===== src/rtl/sysid_read_arbiter.sv =====
// Two-master round-robin read arbiter in front of the system-ID control slave.
// Optional read cache enabled by defining SYSID_ARB_CACHE_EN.
module sysid_read_arbiter #(
    parameter int unsigned SLAVE_LATENCY = 1,
    parameter int unsigned CNT_W         = 4
) (
    input  logic        clock,
    input  logic        reset_n,
    input  logic        m0_read,
    input  logic        m0_address,
    output logic        m0_waitrequest,
    output logic [31:0] m0_readdata,
    input  logic        m1_read,
    input  logic        m1_address,
    output logic        m1_waitrequest,
    output logic [31:0] m1_readdata,
    output logic        s_read,
    output logic        s_address,
    input  logic [31:0] s_readdata
);

    typedef enum logic [1:0] {IDLE, ACCESS, DONE} state_t;

    state_t             r_state;
    state_t             w_state_nxt;
    logic               r_grant;
    logic               r_last_grant;
    logic [CNT_W-1:0]   r_cnt;
    logic [31:0]        r_rdata;
    logic               r_s_address;

    logic               w_pick;
    logic               w_addr;
    logic               w_start;
    logic               w_finish;
    logic               w_hit;

`ifdef SYSID_ARB_CACHE_EN
    logic [31:0]        r_cache [2];
    logic [1:0]         r_valid;
`endif

    always_comb begin
        w_hit       = 1'b0;
        // Contention goes to the master that did not win last; otherwise the sole requester.
        w_pick      = (m0_read & m1_read) ? ~r_last_grant : m1_read;
        w_addr      = w_pick ? m1_address : m0_address;
        w_start     = (r_state == IDLE) && (m0_read || m1_read);
        w_finish    = (r_state == ACCESS) && (r_cnt == CNT_W'(1));
`ifdef SYSID_ARB_CACHE_EN
        w_hit       = r_valid[w_addr];
`endif
        w_state_nxt = r_state;
        case (r_state)
            IDLE:    if (w_start) w_state_nxt = w_hit ? DONE : ACCESS;
            ACCESS:  if (w_finish) w_state_nxt = DONE;
            DONE:    w_state_nxt = IDLE;
            default: w_state_nxt = IDLE;
        endcase
    end

    always_ff @(posedge clock) begin
        if (!reset_n) begin
            r_state      <= IDLE;
            r_grant      <= 1'b0;
            r_last_grant <= 1'b1;
            r_cnt        <= '0;
            r_rdata      <= '0;
            r_s_address  <= 1'b0;
        end else begin
            r_state <= w_state_nxt;
            if (w_start) begin
                r_grant     <= w_pick;
                r_s_address <= w_addr;
                r_cnt       <= CNT_W'(SLAVE_LATENCY);
            end else if (r_state == ACCESS) begin
                r_cnt <= r_cnt - CNT_W'(1);
            end
            if (w_finish) begin
                r_rdata      <= s_readdata;
                r_last_grant <= r_grant;
            end
`ifdef SYSID_ARB_CACHE_EN
            if (w_start && w_hit) begin
                r_rdata      <= r_cache[w_addr];
                r_last_grant <= w_pick;
            end
`endif
        end
    end

`ifdef SYSID_ARB_CACHE_EN
    // Fill happens on the same edge that rdata captures the slave word.
    always_ff @(posedge clock) begin
        if (!reset_n) begin
            r_valid <= '0;
        end else if (w_finish) begin
            r_valid[r_s_address] <= 1'b1;
        end
    end

    always_ff @(posedge clock) begin
        if (w_finish) begin
            r_cache[r_s_address] <= s_readdata;
        end
    end
`endif

    assign s_read         = (r_state == ACCESS);
    assign s_address      = r_s_address;
    assign m0_waitrequest = m0_read & ~((r_state == DONE) & ~r_grant);
    assign m1_waitrequest = m1_read & ~((r_state == DONE) &  r_grant);
    assign m0_readdata    = r_rdata;
    assign m1_readdata    = r_rdata;

endmodule


===== config.mk =====
export PLATFORM = sky130hd
export DESIGN_NAME = sysid_read_arbiter
export DESIGN_NICKNAME = d
export VERILOG_FILES = /design/src/rtl/sysid_read_arbiter.sv
export SDC_FILE = /design/constraint.sdc
export NUM_CORES = 1
export LEC_CHECK = 0
export CORE_ASPECT_RATIO = 0.8
export CORE_UTILIZATION = 25
export DETAILED_ROUTE_END_ITERATION = 10
export PLACE_DENSITY = 0.63
export SLEW_MARGIN = 20
export SYNTH_ARGS = -nofsm -noshare
export SYNTH_HDL_FRONTEND = slang
export SYNTH_SLANG_ARGS = --single-unit

===== constraint.sdc =====
create_clock -name clock -period 3.1 [get_ports clock]
set_clock_uncertainty 0.05 [all_clocks]
set_input_delay 0.31 -clock clock [delete_from_list [all_inputs] [get_ports clock]]
set_output_delay 0.31 -clock clock [all_outputs]
set_load 0.1 [all_outputs]

==> results of run 1 <==
## final timing paths
check            startpoint         endpoint  slack [ps]
max          m0_readdata[3]   m0_readdata[3]         930
min reg2reg  m0_readdata[6]   m0_readdata[6]         420
max reg2reg      r_state[0]  m0_readdata[13]        1460
min          m0_readdata[6]   m0_readdata[6]         420
## per-layer routing
layer  track usage (%)  vias to the layer above  wire length (um)
met5                 0                        -                 0
met4              3.86                        0                23
met3              4.29                        2               430
met2              16.6                       74              1810
met1              13.3                      726              2160
li1                  -                      811                 -
## sequential cells by signal, indices dropped and copies added (netlist names)
| signal | count |
|---|---|
| m0_readdata | 32 |
| r_grant | 1 |
| r_cnt | 4 |
| r_last_grant | 1 |
| s_address | 1 |
| r_state | 2 |
## worst register-to-register path, cell delays in order (launching register included)
cell and delay, ps:
dfxtp_1 450, nand2b_4 100, inv_4 90, and3_4 600, mux2i_1 280
## cell families after synthesis
family | share of synthesized area [%]
xor+xnor | 0.871
flops | 40.8
buf+inv | 18.8
fa+ha+maj | 1.24
simple gates | 16.4
mux | 16.9
compound gates | 4.92
## per-stage QoR
stage	instance area (um^2)	util [%]
finish	2900	38.2
global route	2900	38.2
CTS	2900	38.2
detailed placement	2830	37.2
global placement	2830	37.2
floorplan	2010	-
## final cells by class
cell class	instances	area (um^2)	share of cell area (%)
multi-input cells	131	812	28.0
clock buffers	5	68.8	2.37
well taps	105	131	4.52
clock inverters	1	5.00	0.172
flip-flops and latches	41	821	28.3
inverters	6	25.0	0.862
repair buffers	106	1040	35.8
## synth_stat cells
cell      instances  area [um^2]
nand2_1          65          244
dfxtp_1          41          821
mux2i_1          34          340
buf_4            32          240
clkbuf_1          6         22.5
nor2_1            6         22.5
inv_1             5         18.8
a21oi_1           4         20.0
buf_12            4         80.1
a211oi_1          2         15.0
a21o_1            2         15.0
and2_1            2         12.5
buf_2             2         10.0
ha_1              2         25.0
nand3b_1          2         15.0
o21a_1            2         15.0
o31a_1            2         17.5
a21boi_0          1         7.51
and3_4            1         11.3
inv_4             1         6.26
nand2b_4          1         13.8
nor3_1            1         5.00
o41ai_1           1         8.76
or2_1             1         6.26
xnor2_1           1         8.76
xor2_1            1         8.76
## power by group through the flow
| stage | combinational [W] | sequential, W | clock, W |
|---|---|---|---|
| after floorplan | 0.000391 | 0.000798 | 0 |
| final | 0.000698 | 0.000595 | 0.000325 |
| after detailed placement | 0.000701 | 0.000607 | 0 |
| after global placement | 0.000699 | 0.000606 | 0 |
| after global routing | 0.000728 | 0.000601 | 0.000365 |
| after CTS | 0.000703 | 0.000595 | 0.000343 |
## layout by cell type (no fill, tap or decap)
master	Yosys	routed
dfxtp_1	41	41
nand2b_4	1	1
o31a_1	2	2
a21boi_0	1	1
a21o_1	2	2
xnor2_1	1	1
nor2_1	6	6
buf_4	32	6
clkinv_2	0	1
ha_1	2	2
o21a_1	2	2
nand2_1	65	65
or2_1	1	1
mux2i_1	34	34
nor3_1	1	1
inv_4	1	1
clkdlybuf4s50_1	0	99
and2_1	2	2
buf_2	2	1
xor2_1	1	1
a21oi_1	4	4
clkbuf_8	0	5
and3_4	1	1
inv_1	5	5
o41ai_1	1	1
nand3b_1	2	2
a211oi_1	2	2
==> results.py, run 1 <==
metrics = {
    "power": {
        "p_seq_share_pct": 36.8,
        "power_switching_share_pct": 44.5,
        "cellInternalPower_w": 0.000898,
        "pwr-share-comb_pct": 43.1,
        "total_power_w": 0.00162,
        "peakVddDrop_mv": 0.189,
        "leakage_nw": 1.04,
        "power_frac_clock_pct": 20.1,
        "power_density_mw_per_mm2": 557,
        "p_sw_w": 0.000720,
    },
    "detailed_routing": {
        "drc": 0,
        "drt-initial-drc-count": 41,
        "firstDrtPassIters": 4,
        "routed_wl_um": 4430,
        "vias_per_cell": 4.08,
        "vias": 1613,
        "avgRoutedWirePerCell_um": 11.2,
        "postRouteAntennaNets": 0,
    },
    "grt": {
        "grt_pass1_vias": 1542,
        "grt_pass1_wl_um": 6960,
        "antenna_found_initial": 0,
        "grt-ovfl-total": 0,
        "grt_max_degree": 42,
        "gr-usage-all-layers_pct": 10.7,
    },
    "die": {
        "io_pins": 106,
        "core_mm2": 0.00760,
        "start_util_pct": 26.4,
        "fp.dieArea_mm2": 0.00841,
        "die_h_um": 82.2,
        "die_w_um": 102,
        "rows": 28,
    },
    "min_path": {
        "hold_depth": 2,
        "hold_path_class": "flop to flop",
    },
    "logic_synthesis": {
        "synth_area_mm2": 0.00201,
        "ys_seq_area_share_pct": 40.8,
        "syn_inst": 222,
        "synth_seq_cells": 41,
        "syn_area_per_cell_um2": 9.06,
        "yosysWarnings": 0,
        "synth_fp_nets": 262,
        "yosysUniqueCellTypes": 26,
    },
    "clock_tree": {
        "cts_setup_buffers": 0,
        "root_buffer": "clkbuf_8",
        "htreeDepth": 2,
        "cts_sinks": 41,
        "cts_made_buffers": 5,
        "cts.clk_slew.worst_paths_ps": 80,
        "cts-resized-gates": 0,
        "ctsHoldBuffers": 0,
        "clk_path_buf_depth": 2,
        "clk_latency_ps": 280,
        "cts_tree": "done",
    },
    "final_layout": {
        "final_cell_count_no_fill": 395,
        "diodes": 0,
        "nets": 331,
        "fillers": 780,
        "area_delta_synth_final_pct": 44.4,
        "drive_gt1_share_pct": 5.52,
    },
    "timing": {
        "post-route-min-period_ps": 2170,
        "period_share_pct": 70.1,
        "hold_ws_ps": 422,
        "layout_setup_ws_ps": 928,
        "slew_headroom_pct": 34.0,
        "finalHoldViolations": 0,
        "clock.fmax_ghz": 0.460,
        "finalSetupViolCount": 0,
        "tightest_slew_ps": 988,
        "rsz0062_at_grt": "no",
        "finalSetupTns_ps": 0,
        "slew_viol_final": 0,
    },
    "worst_setup_path": {
        "path_class": "flop to output pin",
        "cp_max_fo": 3,
        "reg2reg_depth": 4,
        "worstPathRequired_ps": 2740,
        "path_cells": "clkdlybuf4s50_1",
        "worstSetupStartpointType": "flop",
        "cp-end-kind": "output pin",
        "crit_slowest_cell": "clkdlybuf4s50_1",
        "critPathMaxStageDelay_ps": 1150,
        "worstPathArrival_ps": 1810,
        "worst-path-stages": 1,
        "crit_family": "buffers and inverters",
        "path_buf_inv": 1,
    },
    "placement": {
        "gp_congestion": 0.744,
        "dp_slack_ps": 1230,
        "dp_cells": 389,
        "dp_hpwl_um": 3080,
        "portBuffers": 105,
    },
    "flow_run": {
        "maxCapViolations": 0,
    },
    "outcome": {
        "status": "finished, final reports clean",
    },
}
Note: power is estimated with default switching activity, not from simulation.
==> inputs of run 2 (changes only) <==
--- a/config.mk
+++ b/config.mk
@@ -8,7 +8,7 @@
 export CORE_ASPECT_RATIO = 0.8
 export CORE_UTILIZATION = 25
 export DETAILED_ROUTE_END_ITERATION = 10
-export PLACE_DENSITY = 0.63
+export PLACE_DENSITY = 0.65
 export SLEW_MARGIN = 20
 export SYNTH_ARGS = -nofsm -noshare
 export SYNTH_HDL_FRONTEND = slang
==> constraint.sdc (replaced) <==
create_clock -name clock -period 1.78 [get_ports clock]
set_clock_uncertainty 0.05 [all_clocks]
set_input_delay 0.178 -clock clock [delete_from_list [all_inputs] [get_ports clock]]
set_output_delay 0.178 -clock clock [all_outputs]
set_load 0.1 [all_outputs]
==> results.py, run 2 (synthesis gave the netlist of run 1 again) <==
metrics = {
    "clock_tree": {
        "clk_latency_ps": 290,
        "root_buffer": "clkbuf_8",
        "cts_made_buffers": 5,
        "ctsHoldBuffers": 0,
        "cts.clk_slew.worst_paths_ps": 80,
        "cts-resized-gates": 0,
        "cts_sinks": 41,
        "cts_tree": "done",
        "cts_setup_buffers": 0,
        "clk_path_buf_depth": 2,
        "htreeDepth": 2,
    },
    "timing": {
        "finalSetupViolCount": 0,
        "rsz0062_at_grt": "no",
        "tightest_slew_ps": 328,
        "period_share_pct": 82.7,
        "slew_viol_final": 0,
        "clock.fmax_ghz": 0.679,
        "hold_ws_ps": 243,
        "finalHoldViolations": 0,
        "finalSetupTns_ps": 0,
        "slew_headroom_pct": 77.9,
        "post-route-min-period_ps": 1470,
    },
    "grt": {
        "grt-ovfl-total": 0,
        "grt_max_degree": 35,
        "gr-usage-all-layers_pct": 10.5,
        "grt_pass1_vias": 1479,
        "antenna_found_initial": 0,
        "grt_pass1_wl_um": 6860,
    },
    "worst_setup_path": {
        "worstPathRequired_ps": 1950,
        "crit_family": "flip-flops",
        "path_class": "flop to flop",
        "worstSetupStartpointType": "flop",
        "cp-end-kind": "flop",
        "reg2reg_depth": 5,
        "reg2reg_to": "r_last_grant",
        "reg2reg_slack_ps": 310,
        "worstPathArrival_ps": 1640,
        "cp_max_fo": 34,
        "path_cells": "nand2b_4 -> inv_4 -> and3_4 -> buf_12 -> mux2i_1",
        "r2r_start": "r_state[0]",
        "critPathMaxStageDelay_ps": 460,
        "path_buf_inv": 2,
        "crit_slowest_cell": "dfxtp_1",
        "worst-path-stages": 5,
    },
    "detailed_routing": {
        "vias_per_cell": 4.08,
        "firstDrtPassIters": 4,
        "postRouteAntennaNets": 0,
        "drt-initial-drc-count": 19,
        "drc": 0,
        "vias": 1627,
        "routed_wl_um": 4410,
        "avgRoutedWirePerCell_um": 11.1,
    },
    "flow_run": {
        "maxCapViolations": 0,
    },
    "placement": {
        "dp_cells": 391,
        "gp_congestion": 0.756,
        "portBuffers": 105,
        "dp_hpwl_um": 3160,
    },
    "min_path": {
        "hold_path_class": "input port to flop",
        "holdPathEnd": "m0_readdata[10]",
        "hold_start": "reset_n",
        "hold_depth": 3,
    },
    "die": {
        "fp.dieArea_mm2": 0.00841,
        "start_util_pct": 26.4,
        "core_mm2": 0.00760,
        "rows": 28,
        "die_w_um": 102,
        "die_h_um": 82.2,
        "io_pins": 106,
    },
    "power": {
        "total_power_w": 0.00285,
        "power_density_mw_per_mm2": 1010,
        "peakVddDrop_mv": 0.314,
        "leakage_nw": 1.20,
    },
    "final_layout": {
        "final_common_cell": "buf_4",
        "final_cell_count_no_fill": 399,
        "fin_util_pct": 37.3,
        "final_cell_mix": "buf_4 (66), nand2_1 (65), dfxtp_1 (41)",
        "area_delta_synth_final_pct": 40.9,
        "drive_gt1_share_pct": 27.9,
        "diodes": 0,
        "nets": 333,
        "largest_reg_flops": 32,
    },
    "outcome": {
        "status": "finished, final reports clean",
    },
}
run 2: cell types whose count changed in the layout (fill, tap and decap cells not counted), sizes merged:
cell	change
clkdlybuf4s50	-63
clkinv	+1
clkbuf	+1
buf	+65
run 2: how the worst max path moves through the flow:
stage / startpoint / to
floorplan: m0_readdata[0] / m1_readdata[0]
CTS: r_state[0] / r_last_grant
detailed placement: m1_read / s_address
global route: r_state[0] / m0_readdata[18]
global placement: m0_read / r_cnt[1]
finish: r_state[0] / r_last_grant
run 2: worst register-to-register path, stage by stage (launching register included):
cell and delay [ps]:
dfxtp_1 460, nand2b_4 100, inv_4 100, and3_4 200, buf_12 240, mux2i_1 260
run 2: metal layers:
layer | global-route usage, % | wire [um] | vias up
li1 | - | - | 821
met1 | 12.5 | 2090 | 730
met2 | 17.7 | 1930 | 71
met3 | 3.62 | 349 | 5
met4 | 3.43 | 39 | 0
met5 | 0 | 0 | -
run 2: per-stage QoR:
step                setup WS [ps]  instance area, um^2
global route                  227                 2830
floorplan                     179                 2010
CTS                           280                 2830
finish                        308                 2830
detailed placement            291                 2750
global placement              346                 2750
run 2: cell type report:
class	count	area [um^2]
clock buffer	6	72.6
clock inverter	2	10.0
fill	779	4770
inverter	6	25.0
multi-input combinational	131	812
sequential	41	821
tap	105	131
timing repair buffer	108	961
run 2: report_power, final:
| group | switching, W | internal (W) | total, W | leakage (nW) |
|---|---|---|---|---|
| logic | 0.000898 | 0.000319 | 0.00122 | 0.822 |
| registers | 0.0000575 | 0.000983 | 0.00104 | 0.333 |
| clock network | 0.000324 | 0.000272 | 0.000597 | 0.0450 |
